File: config.mk
export PLATFORM = sky130hd
export DESIGN_NAME = sram_fifo_ctrl
export DESIGN_NICKNAME = d
export VERILOG_FILES = /design/src/rtl/sram_fifo_ctrl.sv
export SDC_FILE = /design/constraint.sdc
export NUM_CORES = 1
export LEC_CHECK = 0
export ABC_AREA = 0
export ABC_CLOCK_PERIOD_IN_PS = 9900
export CAP_MARGIN = 15
export CORE_ASPECT_RATIO = 1.25
export CORE_MARGIN = 3
export CORE_UTILIZATION = 54
export DETAILED_ROUTE_END_ITERATION = 7
export PLACE_DENSITY_LB_ADDON = 0.25
export SLEW_MARGIN = 20
export SYNTH_ARGS = -nofsm -noshare
export SYNTH_HDL_FRONTEND = slang
export SYNTH_SLANG_ARGS = --single-unit
File: constraint.sdc
create_clock -name clk -period 9.9 [get_ports clk]
set_input_delay 1.485 -clock clk [delete_from_list [all_inputs] [get_ports clk]]
set_output_delay 1.485 -clock clk [all_outputs]
set_load 0.05 [all_outputs]
File: src/rtl/sram_fifo_ctrl.sv
// FIFO controller for a 1r1w SRAM macro: push stream -> macro write port, macro read port
// -> 2-entry prefetch buffer -> zero-bubble pop stream.
module sram_fifo_ctrl #(
    parameter int unsigned DATA_WIDTH = 8,
    parameter int unsigned ADDR_WIDTH = 10,
    parameter int unsigned OB_DEPTH   = 2
) (
    input  logic                  clk,
    input  logic                  rst_n,
    input  logic                  in_valid,
    output logic                  in_ready,
    input  logic [DATA_WIDTH-1:0] in_data,
    output logic                  out_valid,
    input  logic                  out_ready,
    output logic [DATA_WIDTH-1:0] out_data,
    output logic [ADDR_WIDTH+1:0] level,
    output logic                  sram_csb0,
    output logic [ADDR_WIDTH-1:0] sram_addr0,
    output logic [DATA_WIDTH-1:0] sram_din0,
    output logic                  sram_csb1,
    output logic [ADDR_WIDTH-1:0] sram_addr1,
    input  logic [DATA_WIDTH-1:0] sram_dout1
);

    localparam logic [ADDR_WIDTH:0] SRAM_DEPTH = {1'b1, {ADDR_WIDTH{1'b0}}};

    logic [ADDR_WIDTH-1:0] wr_ptr_q, wr_ptr_d;
    logic [ADDR_WIDTH-1:0] rd_ptr_q, rd_ptr_d;
    logic [ADDR_WIDTH:0]   sram_cnt_q, sram_cnt_d;
    logic                  rd_pend_q, rd_pend_d;
    logic [DATA_WIDTH-1:0] ob_q [OB_DEPTH];
    logic [DATA_WIDTH-1:0] ob_d [OB_DEPTH];
    logic [1:0]            ob_cnt_q, ob_cnt_d;

    logic       push;
    logic       pop_ob;
    logic       issue;
    logic [2:0] ob_occ;
    logic [1:0] ob_cnt_tmp;

    // A word written this cycle is only counted in sram_cnt from the next cycle, so a read
    // is never issued to the address being written.
    always_comb begin
        in_ready  = rst_n & (sram_cnt_q != SRAM_DEPTH);
        out_valid = (ob_cnt_q != 2'd0);
        push      = in_valid & in_ready;
        pop_ob    = out_valid & out_ready;
        ob_occ    = {1'b0, ob_cnt_q} + {2'b00, rd_pend_q} - {2'b00, pop_ob};
        issue     = rst_n & (sram_cnt_q != '0) & (ob_occ < 3'(OB_DEPTH));
    end

    always_comb begin
        wr_ptr_d   = push  ? wr_ptr_q + ADDR_WIDTH'(1) : wr_ptr_q;
        rd_ptr_d   = issue ? rd_ptr_q + ADDR_WIDTH'(1) : rd_ptr_q;
        rd_pend_d  = issue;
        sram_cnt_d = sram_cnt_q + (ADDR_WIDTH + 1)'(push) - (ADDR_WIDTH + 1)'(issue);
    end

    // Prefetch buffer: shift on pop first, then append the captured word behind what remains.
    always_comb begin
        ob_d       = ob_q;
        ob_cnt_tmp = ob_cnt_q;
        if (pop_ob) begin
            for (int i = 0; i < int'(OB_DEPTH) - 1; i++) begin
                ob_d[i] = ob_q[i+1];
            end
            ob_d[OB_DEPTH-1] = '0;
            ob_cnt_tmp       = ob_cnt_q - 2'd1;
        end
        if (rd_pend_q) begin
            for (int i = 0; i < int'(OB_DEPTH); i++) begin
                if (ob_cnt_tmp == 2'(i)) begin
                    ob_d[i] = sram_dout1;
                end
            end
            ob_cnt_tmp = ob_cnt_tmp + 2'd1;
        end
        ob_cnt_d = ob_cnt_tmp;
    end

    always_ff @(posedge clk) begin
        if (!rst_n) begin
            wr_ptr_q   <= '0;
            rd_ptr_q   <= '0;
            sram_cnt_q <= '0;
            rd_pend_q  <= 1'b0;
            ob_cnt_q   <= '0;
            for (int i = 0; i < int'(OB_DEPTH); i++) begin
                ob_q[i] <= '0;
            end
        end else begin
            wr_ptr_q   <= wr_ptr_d;
            rd_ptr_q   <= rd_ptr_d;
            sram_cnt_q <= sram_cnt_d;
            rd_pend_q  <= rd_pend_d;
            ob_cnt_q   <= ob_cnt_d;
            ob_q       <= ob_d;
        end
    end

    assign out_data   = ob_q[0];
    assign level      = {1'b0, sram_cnt_q} + (ADDR_WIDTH + 2)'(rd_pend_q)
                      + (ADDR_WIDTH + 2)'(ob_cnt_q);
    assign sram_csb0  = ~push;
    assign sram_addr0 = wr_ptr_q;
    assign sram_din0  = in_data;
    assign sram_csb1  = ~issue;
    assign sram_addr1 = rd_ptr_q;

    a_no_rw_collision: assert property (@(posedge clk) disable iff (!rst_n)
        !(!sram_csb0 && !sram_csb1 && (sram_addr0 == sram_addr1)));

endmodule

==> flow_summary.toml <==
[logic_synthesis]
synth_flop_cell = "sky130_fd_sc_hd__dfxtp_1"
yosysWarningCount = 0
synthDominantAreaCellType = "sky130_fd_sc_hd__dfxtp_1"
synth.top_cells.by_area = "sky130_fd_sc_hd__dfxtp_1, sky130_fd_sc_hd__ha_1, sky130_fd_sc_hd__xnor2_1, sky130_fd_sc_hd__nor2_1, sky130_fd_sc_hd__mux2i_1"
synth.distinct_cells = 48
net_count_synth = 390
synth_xor_xnor_area_share = 0.0875
proportion_of_synthesized_flip_flops_having_asynchronous_set_or_reset = 0
number_of_flip_flops_and_latches_in_the_synthesized_netlist = 50
synth_seq_area_share = 0.333
synth-adder-area-share = 0.148
synthesis.area_per_instance_sq_um = 8.91
synth_edf_count = 0
synth_compound_area_frac = 0.113
post_synth_and_or_nand_nor_area_fraction = 0.187
post_synthesis_cell_area_sq_um = 3000
synthDominantCellAreaShare = 0.333
combinational_family_with_the_most_area_after_synthesis = "simple AND/OR/NAND/NOR gates"
syn-instance-count = 337
synth.mux.area_fraction = 0.0471

[die]
fp_rows = 29
dieArea_sq_um = 6490
height_of_the_die_microns = 89.4
starting_density_of_the_core = 0.574
die_boundary_width_microns = 72.7
top_level_ports = 72
floorplan.core_area_sq_um = 5230

[cells_and_area]
filler_cell_count = 419
drive_gt1_frac = 0.0400
nets_final = 428
flow.area_growth_from_synthesis_pct = 19.5
multiInputGateArea_sq_um = 1750
footprint_of_the_flip_flops_and_latches_sq_um = 1000
postLayoutCellArea_sq_um = 3590
antenna_diode_instance_count = 0
finalCoreUtilization = 0.687

[placed_design]
post-dp-hpwl_mm = 4.56
rd_place_congestion = 0.847
place.port_buffers = 55
post_dp_cell_area_sq_um = 3470

[clocking]
worst_skew_pair.late_latency_ns = 0.30
h-tree-depth = 2
clk_pin_slew_ns = 0.09
cts_made_buffers = 5
cts_hold_repair.buffers = 0
ctsResizeCount = 0
tritoncts = "done"
numClockSinks = 50
ctsRootBufferMaster = "sky130_fd_sc_hd__clkbuf_8"
max-clock-path-buffers = 2
cts_setup_buffers = 0

[worst_setup_path]
crit_path_max_fanout = 12
beginning_of_the_worst_register_to_register_path = "ob_cnt_q[1]$_SDFF_PN0_"
rr_endpoint = "sram_cnt_q[10]$_SDFF_PN0_"
kind_of_end_point_of_the_critical_path = "primary output"
worstSetupStartpointType = "input port"
worst-r2r-cell-count = 18
timing.reg2reg.setup_slack_ns = 4.92
crit_arrival_ns = 4.96
criticalPathCategory = "input port to primary output"
required_ns = 8.42

[drt]
drcViolationCount = 0
first_iter_violations = 104
drtPass1Iterations = 4
routed_via_density = 5.46
wire_per_inst_microns = 14.0
routed_wl_mm = 6.13
drtAntennaViolNets = 0
vias = 2385

[timing]
final.setup_skew_ns = 0.00488
slew-limit-headroom = 0.537
report.final.slew_viol_count = 0
setup_repair_after_global_routing_missed_its_margin = "false"
setup_total_negative_slack_ns = 0
final-hold-violation-count = 0
min_period_ns = 6.44
final_min_period_over_clock_period = 0.651
clock.fmax_ghz = 0.155
max_slew.worst_pin.slew_ns = 0.695
finalSetupViolations = 0
hold_ws_ns = 0.504

[power_and_ir_drop]
power_leakage_nw = 1.46
pwr_density_cell_nw_per_um2 = 315
vdd_ir_drop_max_uv = 252

[flow_run]
max-cap-violations = 0

[grt]
grt_max_degree = 40
global_route.usage.total = 0.197
grt_overflow_total = 0
grt_pass1_vias = 2341
grt_antenna_before_repair = 0
grt_first_pass_wirelength_mm = 10.3

[hold_path]
min_path_cells = 2
min-delay-start = "ob_q[0]$_SDFF_PN0_"
hold-path-endpoint = "ob_q[0]$_SDFF_PN0_"
min_path_type = "register to register"

[run_status]
outcome = "completed"
[how the worst max path moves through the flow]
stage | end | cells past startpoint | startpoint
after floorplan | sram_csb1 | 10 | out_ready
after global placement | sram_csb1 | 11 | out_ready
after detailed placement | sram_csb1 | 11 | out_ready
after CTS | sram_csb1 | 11 | out_ready
after global routing | sram_csb1 | 11 | out_ready
final | sram_csb1 | 11 | out_ready
[area by class of cell]
type	instances	share of cell area
clock inverters	1	0.00837
repair buffers	56	0.156
flip-flops and latches	50	0.279
multi-input cells	238	0.487
well taps	62	0.0216
inverters	24	0.0251
clock buffers	6	0.0230
[Yosys cell counts (2+ instances only)]
cell type / count
sky130_fd_sc_hd__nand3_1: 8
sky130_fd_sc_hd__a31oi_1: 3
sky130_fd_sc_hd__or3_1: 2
sky130_fd_sc_hd__and3_1: 2
sky130_fd_sc_hd__a211oi_1: 10
sky130_fd_sc_hd__nand3b_1: 2
sky130_fd_sc_hd__nand2b_1: 4
sky130_fd_sc_hd__clkbuf_1: 7
sky130_fd_sc_hd__a21o_1: 2
sky130_fd_sc_hd__ha_1: 29
sky130_fd_sc_hd__buf_4: 16
sky130_fd_sc_hd__nand2_1: 24
sky130_fd_sc_hd__xnor2_1: 25
sky130_fd_sc_hd__nor2_1: 40
sky130_fd_sc_hd__inv_1: 24
sky130_fd_sc_hd__fa_1: 4
sky130_fd_sc_hd__nand4_1: 6
sky130_fd_sc_hd__nor4_1: 3
sky130_fd_sc_hd__xor2_1: 5
sky130_fd_sc_hd__dfxtp_1: 50
sky130_fd_sc_hd__o21ai_0: 5
sky130_fd_sc_hd__mux2i_1: 13
sky130_fd_sc_hd__and2_1: 5
sky130_fd_sc_hd__nor3_1: 2
sky130_fd_sc_hd__a22oi_1: 8
sky130_fd_sc_hd__and4_1: 2
sky130_fd_sc_hd__a21oi_1: 10
sky130_fd_sc_hd__nor2b_1: 5
sky130_fd_sc_hd__o21a_1: 2
[layout by cell type (no fill, tap or decap), types with 8 or more instances in the layout]
cell / count
sky130_fd_sc_hd__dfxtp_1: 50
sky130_fd_sc_hd__ha_1: 29
sky130_fd_sc_hd__mux2i_1: 13
sky130_fd_sc_hd__nand3_1: 8
sky130_fd_sc_hd__a22oi_1: 8
sky130_fd_sc_hd__clkdlybuf4s50_1: 55
sky130_fd_sc_hd__inv_1: 24
sky130_fd_sc_hd__xnor2_1: 25
sky130_fd_sc_hd__nand2_1: 24
sky130_fd_sc_hd__a21oi_1: 10
sky130_fd_sc_hd__a211oi_1: 10
sky130_fd_sc_hd__nor2_1: 40
[critical path, cell delays in order]
cell,delay [ns]
sky130_fd_sc_hd__clkdlybuf4s50_1,0.48
sky130_fd_sc_hd__nand2b_1,0.38
sky130_fd_sc_hd__xnor2_1,0.42
sky130_fd_sc_hd__ha_1,0.20
sky130_fd_sc_hd__inv_1,0.05
sky130_fd_sc_hd__fa_1,0.37
sky130_fd_sc_hd__xnor2_1,0.16
sky130_fd_sc_hd__nand3_1,0.29
sky130_fd_sc_hd__nor2_4,0.31
sky130_fd_sc_hd__inv_1,0.09
sky130_fd_sc_hd__clkdlybuf4s50_1,0.71
[cells by family after synthesis]
group                      after synthesis
DFF                                     50
muxes                                   14
buffers and inverters                   49
and+or+nand+nor                        111
AOI/OAI and AO/OA                       50
xor gates and xnor gates                30
adders and majority gates               33
[power by group]
group | total, W | internal [W] | switching (W)
logic | 0.000691 | 0.000274 | 0.000417
registers | 0.000294 | 0.000248 | 0.0000461
clock network | 0.000146 | 0.0000809 | 0.0000649
[stage by stage]
stage | setup WS, ns | total power, W | std cells
floorplan | 4.93 | 0.000844 | 337
global placement | 3.53 | 0.000970 | 430
detailed placement | 3.44 | 0.000988 | 430
CTS | 3.43 | 0.00114 | 437
global route | 3.16 | 0.00122 | 437
finish | 3.46 | 0.00113 | 437
[routing by layer]
metal / global-route usage / part of all wire / up-vias
met1: 0.236 / 0.43 / 1114
met5: 0 / 0 / -
met2: 0.352 / 0.51 / 53
li1: - / - / 1206
met4: 0.0671 / 0.011 / 0
met3: 0.0349 / 0.042 / 12
[sequential cells by signal, summed over array words and instances, names as in the netlist]
signal / count
sram_cnt_q: 11
sram_addr0: 10
sram_addr1: 10
ob_q: 8
out_data: 8
ob_cnt_q: 2
rd_pend_q: 1
Note: power is estimated with default switching activity, not from simulation.
